`src/rtl/pika_loader_pkg.sv`:
```
// Shared definitions for the instruction-memory loader: FSM states and
// image-format constants.
package pika_loader_pkg;

  typedef enum logic [2:0] {
    IDLE  = 3'd0,
    HDR0  = 3'd1,
    HDR1  = 3'd2,
    DATA  = 3'd3,
    WRITE = 3'd4,
    CHK   = 3'd5,
    DONE  = 3'd6,
    ERR   = 3'd7
  } state_t;

  localparam int BYTES_PER_WORD = 4;
  localparam int HDR_BYTES      = 2;

endpackage

```
`src/rtl/imem_loader_byte_assembler.sv`:
```
// byte_assembler: collects BYTES_PER_WORD bytes little-endian into one word.
// word_next is the word including the byte being accepted this cycle, so the
// loader can register it on the same edge that takes the last byte.
module byte_assembler
  import pika_loader_pkg::*;
(
  input  logic        clk,
  input  logic        reset,
  input  logic        clear,
  input  logic        byte_en,
  input  logic [7:0]  byte_in,
  output logic [31:0] word_next,
  output logic        word_ready
);

  localparam int IDX_W = $clog2(BYTES_PER_WORD);

  logic [BYTES_PER_WORD-1:0][7:0] lanes;
  logic [BYTES_PER_WORD-1:0][7:0] merged;
  logic [IDX_W-1:0]               byte_idx;

  // Merge the incoming byte into its lane; lane 0 holds bits 7:0.
  always_comb begin
    merged = lanes;
    if (byte_en) merged[byte_idx] = byte_in;
  end

  assign word_next  = merged;
  assign word_ready = byte_en && (byte_idx == IDX_W'(BYTES_PER_WORD - 1));

  // Lane storage and byte index; partial words are held across stalls.
  always_ff @(posedge clk) begin
    if (reset || clear) begin
      lanes    <= '0;
      byte_idx <= '0;
    end else if (byte_en) begin
      lanes    <= merged;
      byte_idx <= byte_idx + 1'b1;
    end
  end

endmodule

```
`src/rtl/imem_loader.sv`:
```
// imem_loader: receives a length-prefixed byte image, writes it word by word
// into instrMem's test port from address 0 and holds the CPU in reset until
// the image is complete.
// Optional trailing XOR checksum byte: define IMEM_LOADER_CHECKSUM_EN.
module imem_loader
  import pika_loader_pkg::*;
#(
  parameter int ADDR_W = 8,
  parameter int DATA_W = 32
) (
  input  logic              clk,
  input  logic              reset,
  input  logic              start,
  input  logic              rx_valid,
  input  logic [7:0]        rx_data,
  output logic              rx_ready,
  output logic              imem_wr_en,
  output logic [ADDR_W-1:0] imem_wr_addr,
  output logic [DATA_W-1:0] imem_wr_data,
  output logic              cpu_hold,
  output logic              load_done,
  output logic              load_err
);

  localparam int          NW_W      = ADDR_W + 1;
  localparam logic [31:0] CAP_WORDS = 32'(1) << ADDR_W;

  state_t          state;
  logic [7:0]      cnt_lo;
  logic [NW_W-1:0] n_words;
  logic [NW_W-1:0] words;
  logic [15:0]     hdr_count;
  logic            hdr_bad;
  logic            xfer;
  logic            start_ok;
  logic            byte_en;
  logic [31:0]     word_next;
  logic            word_ready;
`ifdef IMEM_LOADER_CHECKSUM_EN
  logic [7:0]      csum;
`endif

  assign xfer      = rx_valid && rx_ready;
  assign start_ok  = start && (state == IDLE || state == DONE || state == ERR);
  assign byte_en   = xfer && (state == DATA);
  assign hdr_count = {rx_data, cnt_lo};
  assign hdr_bad   = (hdr_count == 16'd0) || ({16'd0, hdr_count} > CAP_WORDS);

  byte_assembler u_asm (
    .clk        (clk),
    .reset      (reset),
    .clear      (start_ok),
    .byte_en    (byte_en),
    .byte_in    (rx_data),
    .word_next  (word_next),
    .word_ready (word_ready)
  );

  // Loader FSM; every output is registered alongside the state.
  always_ff @(posedge clk) begin
    if (reset) begin
      state        <= IDLE;
      rx_ready     <= 1'b0;
      imem_wr_en   <= 1'b0;
      imem_wr_addr <= '0;
      imem_wr_data <= '0;
      cpu_hold     <= 1'b1;
      load_done    <= 1'b0;
      load_err     <= 1'b0;
      cnt_lo       <= '0;
      n_words      <= '0;
      words        <= '0;
`ifdef IMEM_LOADER_CHECKSUM_EN
      csum         <= '0;
`endif
    end else begin
      imem_wr_en <= 1'b0;
      case (state)
        IDLE, DONE, ERR: begin
          if (start) begin
            state        <= HDR0;
            rx_ready     <= 1'b1;
            cpu_hold     <= 1'b1;
            load_done    <= 1'b0;
            load_err     <= 1'b0;
            words        <= '0;
            imem_wr_addr <= '0;
`ifdef IMEM_LOADER_CHECKSUM_EN
            csum         <= '0;
`endif
          end
        end
        HDR0: begin
          if (xfer) begin
            cnt_lo <= rx_data;
            state  <= HDR1;
          end
        end
        HDR1: begin
          if (xfer) begin
            if (hdr_bad) begin
              state    <= ERR;
              rx_ready <= 1'b0;
              load_err <= 1'b1;
              cpu_hold <= 1'b1;
            end else begin
              n_words <= NW_W'(hdr_count);
              state   <= DATA;
            end
          end
        end
        DATA: begin
          if (xfer) begin
`ifdef IMEM_LOADER_CHECKSUM_EN
            csum <= csum ^ rx_data;
`endif
            if (word_ready) begin
              state        <= WRITE;
              rx_ready     <= 1'b0;
              imem_wr_en   <= 1'b1;
              imem_wr_data <= DATA_W'(word_next);
            end
          end
        end
        WRITE: begin
          // Address advances after each write, wrapping to 0 after a full
          // memory; the word counter is one bit wider so N=2^ADDR_W ends.
          words        <= words + 1'b1;
          imem_wr_addr <= imem_wr_addr + 1'b1;
          if ((words + 1'b1) == n_words) begin
`ifdef IMEM_LOADER_CHECKSUM_EN
            state    <= CHK;
            rx_ready <= 1'b1;
`else
            state     <= DONE;
            load_done <= 1'b1;
            cpu_hold  <= 1'b0;
`endif
          end else begin
            state    <= DATA;
            rx_ready <= 1'b1;
          end
        end
`ifdef IMEM_LOADER_CHECKSUM_EN
        CHK: begin
          if (xfer) begin
            rx_ready <= 1'b0;
            if (rx_data == csum) begin
              state     <= DONE;
              load_done <= 1'b1;
              cpu_hold  <= 1'b0;
            end else begin
              state    <= ERR;
              load_err <= 1'b1;
              cpu_hold <= 1'b1;
            end
          end
        end
`endif
        default: begin
          state    <= IDLE;
          rx_ready <= 1'b0;
        end
      endcase
    end
  end

endmodule

```
`config.mk`:
```
export PLATFORM = sky130hd
export DESIGN_NAME = imem_loader
export DESIGN_NICKNAME = d
export VERILOG_FILES = /design/src/rtl/pika_loader_pkg.sv /design/src/rtl/imem_loader_byte_assembler.sv /design/src/rtl/imem_loader.sv
export SDC_FILE = /design/constraint.sdc
export NUM_CORES = 1
export LEC_CHECK = 0
export CAP_MARGIN = 0
export CORE_MARGIN = 2
export CORE_UTILIZATION = 45
export DETAILED_ROUTE_END_ITERATION = 10
export DONT_BUFFER_PORTS = 1
export PLACE_DENSITY = 0.57
export SKIP_LAST_GASP = 1
export SLEW_MARGIN = 15
export SYNTH_ARGS = -nofsm -noshare
export SYNTH_HDL_FRONTEND = slang
export SYNTH_SLANG_ARGS = --single-unit
```
`constraint.sdc`:
```
create_clock -name clk -period 3.1 [get_ports clk]
set_input_delay 0 -clock clk [delete_from_list [all_inputs] [get_ports clk]]
set_output_delay 0 -clock clk [all_outputs]
set_load 0.02 [all_outputs]
```
==> metrics.yaml <==
drc_errors: 0
worstHoldPathCells: 2
min_to: "words[8]"
hold_violations: 0
cp.required_ps: 3420
status: "finished, final reports clean"
timing.rr.start: "state[1]"
critPathBufInv: 2
crit_slowest_cell: "dlygate4sd3_1"
port_buffers: 0
cts_num_sinks: 100
start_util_pct: 46.1
flow.area_growth_from_synthesis_pct: 9.41
drt_iter0_markers: 159
grt_pass1_wl_um: 16100
ys.flop_type: "dfxtp_1"
clockBufferDepth: 2
period_needed_ps: 2850
dr_total_vias: 3299
numCtsBuffers: 9
max_freq_ghz: 0.351
rsz0062_at_grt: "no"
min_path_type: "in2reg"
path_cells: "nor2b_1 > and3_1 > and2_2 > buf_4 > nor2_1 > a211oi_1 > dlygate4sd3_1"
yosys.cell_types.count: 50
hp-start: "start"
cpPeakStageDelay_ps: 560
skew_ps: 10.5
post_drt_wl_per_cell_um: 16.8
fin_setup_tns_ps: 0
critical_path_class: "reg2reg"
cp.arrival_ps: 3170
postSynthNetCount: 492
reg2reg_depth: 7
post-dp-hpwl_um: 6360
yosysWarnings: 0
finalCritPeriodShare_pct: 91.9
setup_viol: 0
r2r_slack_ps: 250
clockRootBuffer: "clkbuf_8"
gp_routability_congestion: 0.886
grt-ovfl-total: 0
r2r-end: "imem_wr_data[4]"
ios: 57
drv_slew: 0
endpoint_kind: "flop"
max-vdd-ir-drop_uv: 352
slew_headroom_pct: 41.5
syn_area_per_cell_um2: 8.95
grt_util_all_layers_pct: 20.3
cts_tree: "done"
num_rows: 35
cts_resized: 0
nNetsFinal: 492
start_kind: "flop"
antenna_found_initial: 0
n_antenna_cell: 0
die_area_um2: 10200
cts_setup_buffers: 0
p_per_area_nw_per_um2: 563
seq_area_frac_synth_pct: 47.2
wirelength_um: 9870
synth_edf_count: 0
cp_top_family: "simple AND/OR/NAND/NOR gates"
synthesis.area_um2: 4240
die_w_um: 101
cap_viol_max_count: 0
async_flop_share_pct: 0
postRouteAntennaNets: 0
grt_pass1_vias: 3105
max_slew.worst_pin.slew_ps: 877
grt_max_degree: 73
cts_max_level: 3
power_leakage_uw: 0.00190
clk_pin_slew_ps: 100
synth.ff_latch_count: 100
clock_latency_ps: 370
die_h_um: 101
synthCells: 474
first_pass_iters: 4
cp_max_fo: 27
drive_above_1_share_pct: 7.53
hold_slack_ps: 36.1
vias_per_cell: 5.60
coreArea_um2: 9200
-- metrics by stage --
| step | worst slack, ps | total power [uW] | area [um^2] | instances | utilization (%) |
|---|---|---|---|---|---|
| after floorplan | 1040 | 1700 | 4240 | 474 | - |
| after global placement | 895 | 1780 | 4300 | 560 | 46.7 |
| after detailed placement | 786 | 1780 | 4300 | 560 | 46.7 |
| after CTS | 241 | 2650 | 4640 | 589 | 50.5 |
| after global routing | 5.68 | 2740 | 4640 | 589 | 50.5 |
| final | 251 | 2610 | 4640 | 589 | 50.5 |
-- kinds of logic after synthesis --
| logic type | after synthesis | share of synthesized area, % |
|---|---|---|
| XOR/XNOR | 11 | 2.27 |
| flip-flops | 100 | 47.2 |
| AO/OA/AOI/OAI | 88 | 14.0 |
| AND/OR/NAND/NOR | 190 | 21.1 |
| buffers and inverters | 36 | 3.48 |
| adder cells (fa/ha/maj) | 6 | 1.77 |
| multiplexers | 43 | 10.3 |
-- how the worst max path moves through the flow --
| stage | cells past startpoint | from | to |
|---|---|---|---|
| 6_report | 7 | state[1] | imem_wr_data[4] |
| 5_1_grt | 7 | state[1] | imem_wr_data[4] |
| 2_1_floorplan | 7 | words[0] | rx_ready |
| 3_3_place_gp | 6 | state[1] | imem_wr_data[8] |
| 3_5_place_dp | 6 | state[1] | imem_wr_data[6] |
| 4_1_cts | 7 | state[1] | imem_wr_data[4] |
-- final cells by class --
| cell class | instances | area (um^2) |
|---|---|---|
| multi-input combinational | 338 | 2090 |
| clock inverter | 5 | 61.3 |
| timing repair buffer | 19 | 195 |
| sequential | 100 | 2000 |
| fill | 908 | 4550 |
| tap | 111 | 139 |
| inverter | 6 | 22.5 |
| clock buffer | 10 | 128 |
-- cell usage after synthesis (2+ instances only) --
cell type    n  area share (%)
dfxtp_1    100              47
nor2_1      88             7.8
mux2i_1     42             9.9
nand2_1     38             3.4
a21oi_1     32             3.8
a211oi_1    24             4.2
clkbuf_1    18             1.6
nand3_1     14             1.7
buf_2       10             1.2
o21ai_0     10             1.2
and3_1       6            0.88
ha_1         6             1.8
inv_1        6            0.53
nand3b_1     6             1.1
xnor2_1      6             1.2
nor3_1       5            0.59
nor4_1       5            0.74
xor2_1       5             1.0
and2_1       4            0.59
nand4_1      4            0.59
nor2b_1      4            0.59
or2_2        4            0.59
a21o_1       2            0.35
a22oi_1      2            0.35
a311oi_1     2            0.41
a31oi_1      2            0.29
buf_1        2            0.18
nand2b_1     2            0.29
nor3b_1      2            0.35
o211ai_1     2            0.35
o311ai_0     2            0.41
-- placed cells by master, fill, tap and decap left out, types with 3 or more instances in the layout --
| master | Yosys | routed |
|---|---|---|
| a211oi_1 | 24 | 24 |
| a21oi_1 | 32 | 32 |
| and2_1 | 4 | 3 |
| and3_1 | 6 | 6 |
| buf_4 | 0 | 5 |
| clkbuf_8 | 0 | 9 |
| dfxtp_1 | 100 | 100 |
| dlygate4sd3_1 | 0 | 13 |
| ha_1 | 6 | 6 |
| inv_1 | 6 | 6 |
| mux2i_1 | 42 | 42 |
| nand2_1 | 38 | 38 |
| nand3_1 | 14 | 14 |
| nand3b_1 | 6 | 6 |
| nand4_1 | 4 | 4 |
| nor2_1 | 88 | 88 |
| nor2b_1 | 4 | 4 |
| nor3_1 | 5 | 5 |
| nor4_1 | 5 | 5 |
| o21ai_0 | 10 | 10 |
| or2_2 | 4 | 4 |
| xnor2_1 | 6 | 6 |
| xor2_1 | 5 | 5 |
-- power by group --
group	internal, uW	total [uW]	switching [uW]	leakage, uW
logic	160	406	246	0.000993
clock network	375	820	445	0.0000971
registers	1320	1390	71.5	0.000806
total	1850	2610	763	0.00190
-- what timing repair did --
item                                    CTS  global route
endpoints found under the setup margin    0             0
hold endpoints to repair                 97             0
hold buffers                             14             0
-- state kept, by name, indices dropped and copies added, names as in the netlist, 2 cells and up --
| register | count |
|---|---|
| cnt_lo | 8 |
| u_asm.byte_idx | 2 |
| n_words | 9 |
| words | 9 |
| u_asm.lanes | 24 |
| imem_wr_data | 32 |
| imem_wr_addr | 8 |
| state | 3 |
-- metal layers --
| layer | vias up | track usage (%) | routed length, um |
|---|---|---|---|
| li1 | 1654 | - | - |
| met1 | 1538 | 25.3 | 4260 |
| met2 | 90 | 32.8 | 4740 |
| met4 | 0 | 7.69 | 248 |
| met5 | - | 0 | 0 |
| met3 | 17 | 6.80 | 628 |
Power figures use the tool's default switching activity.
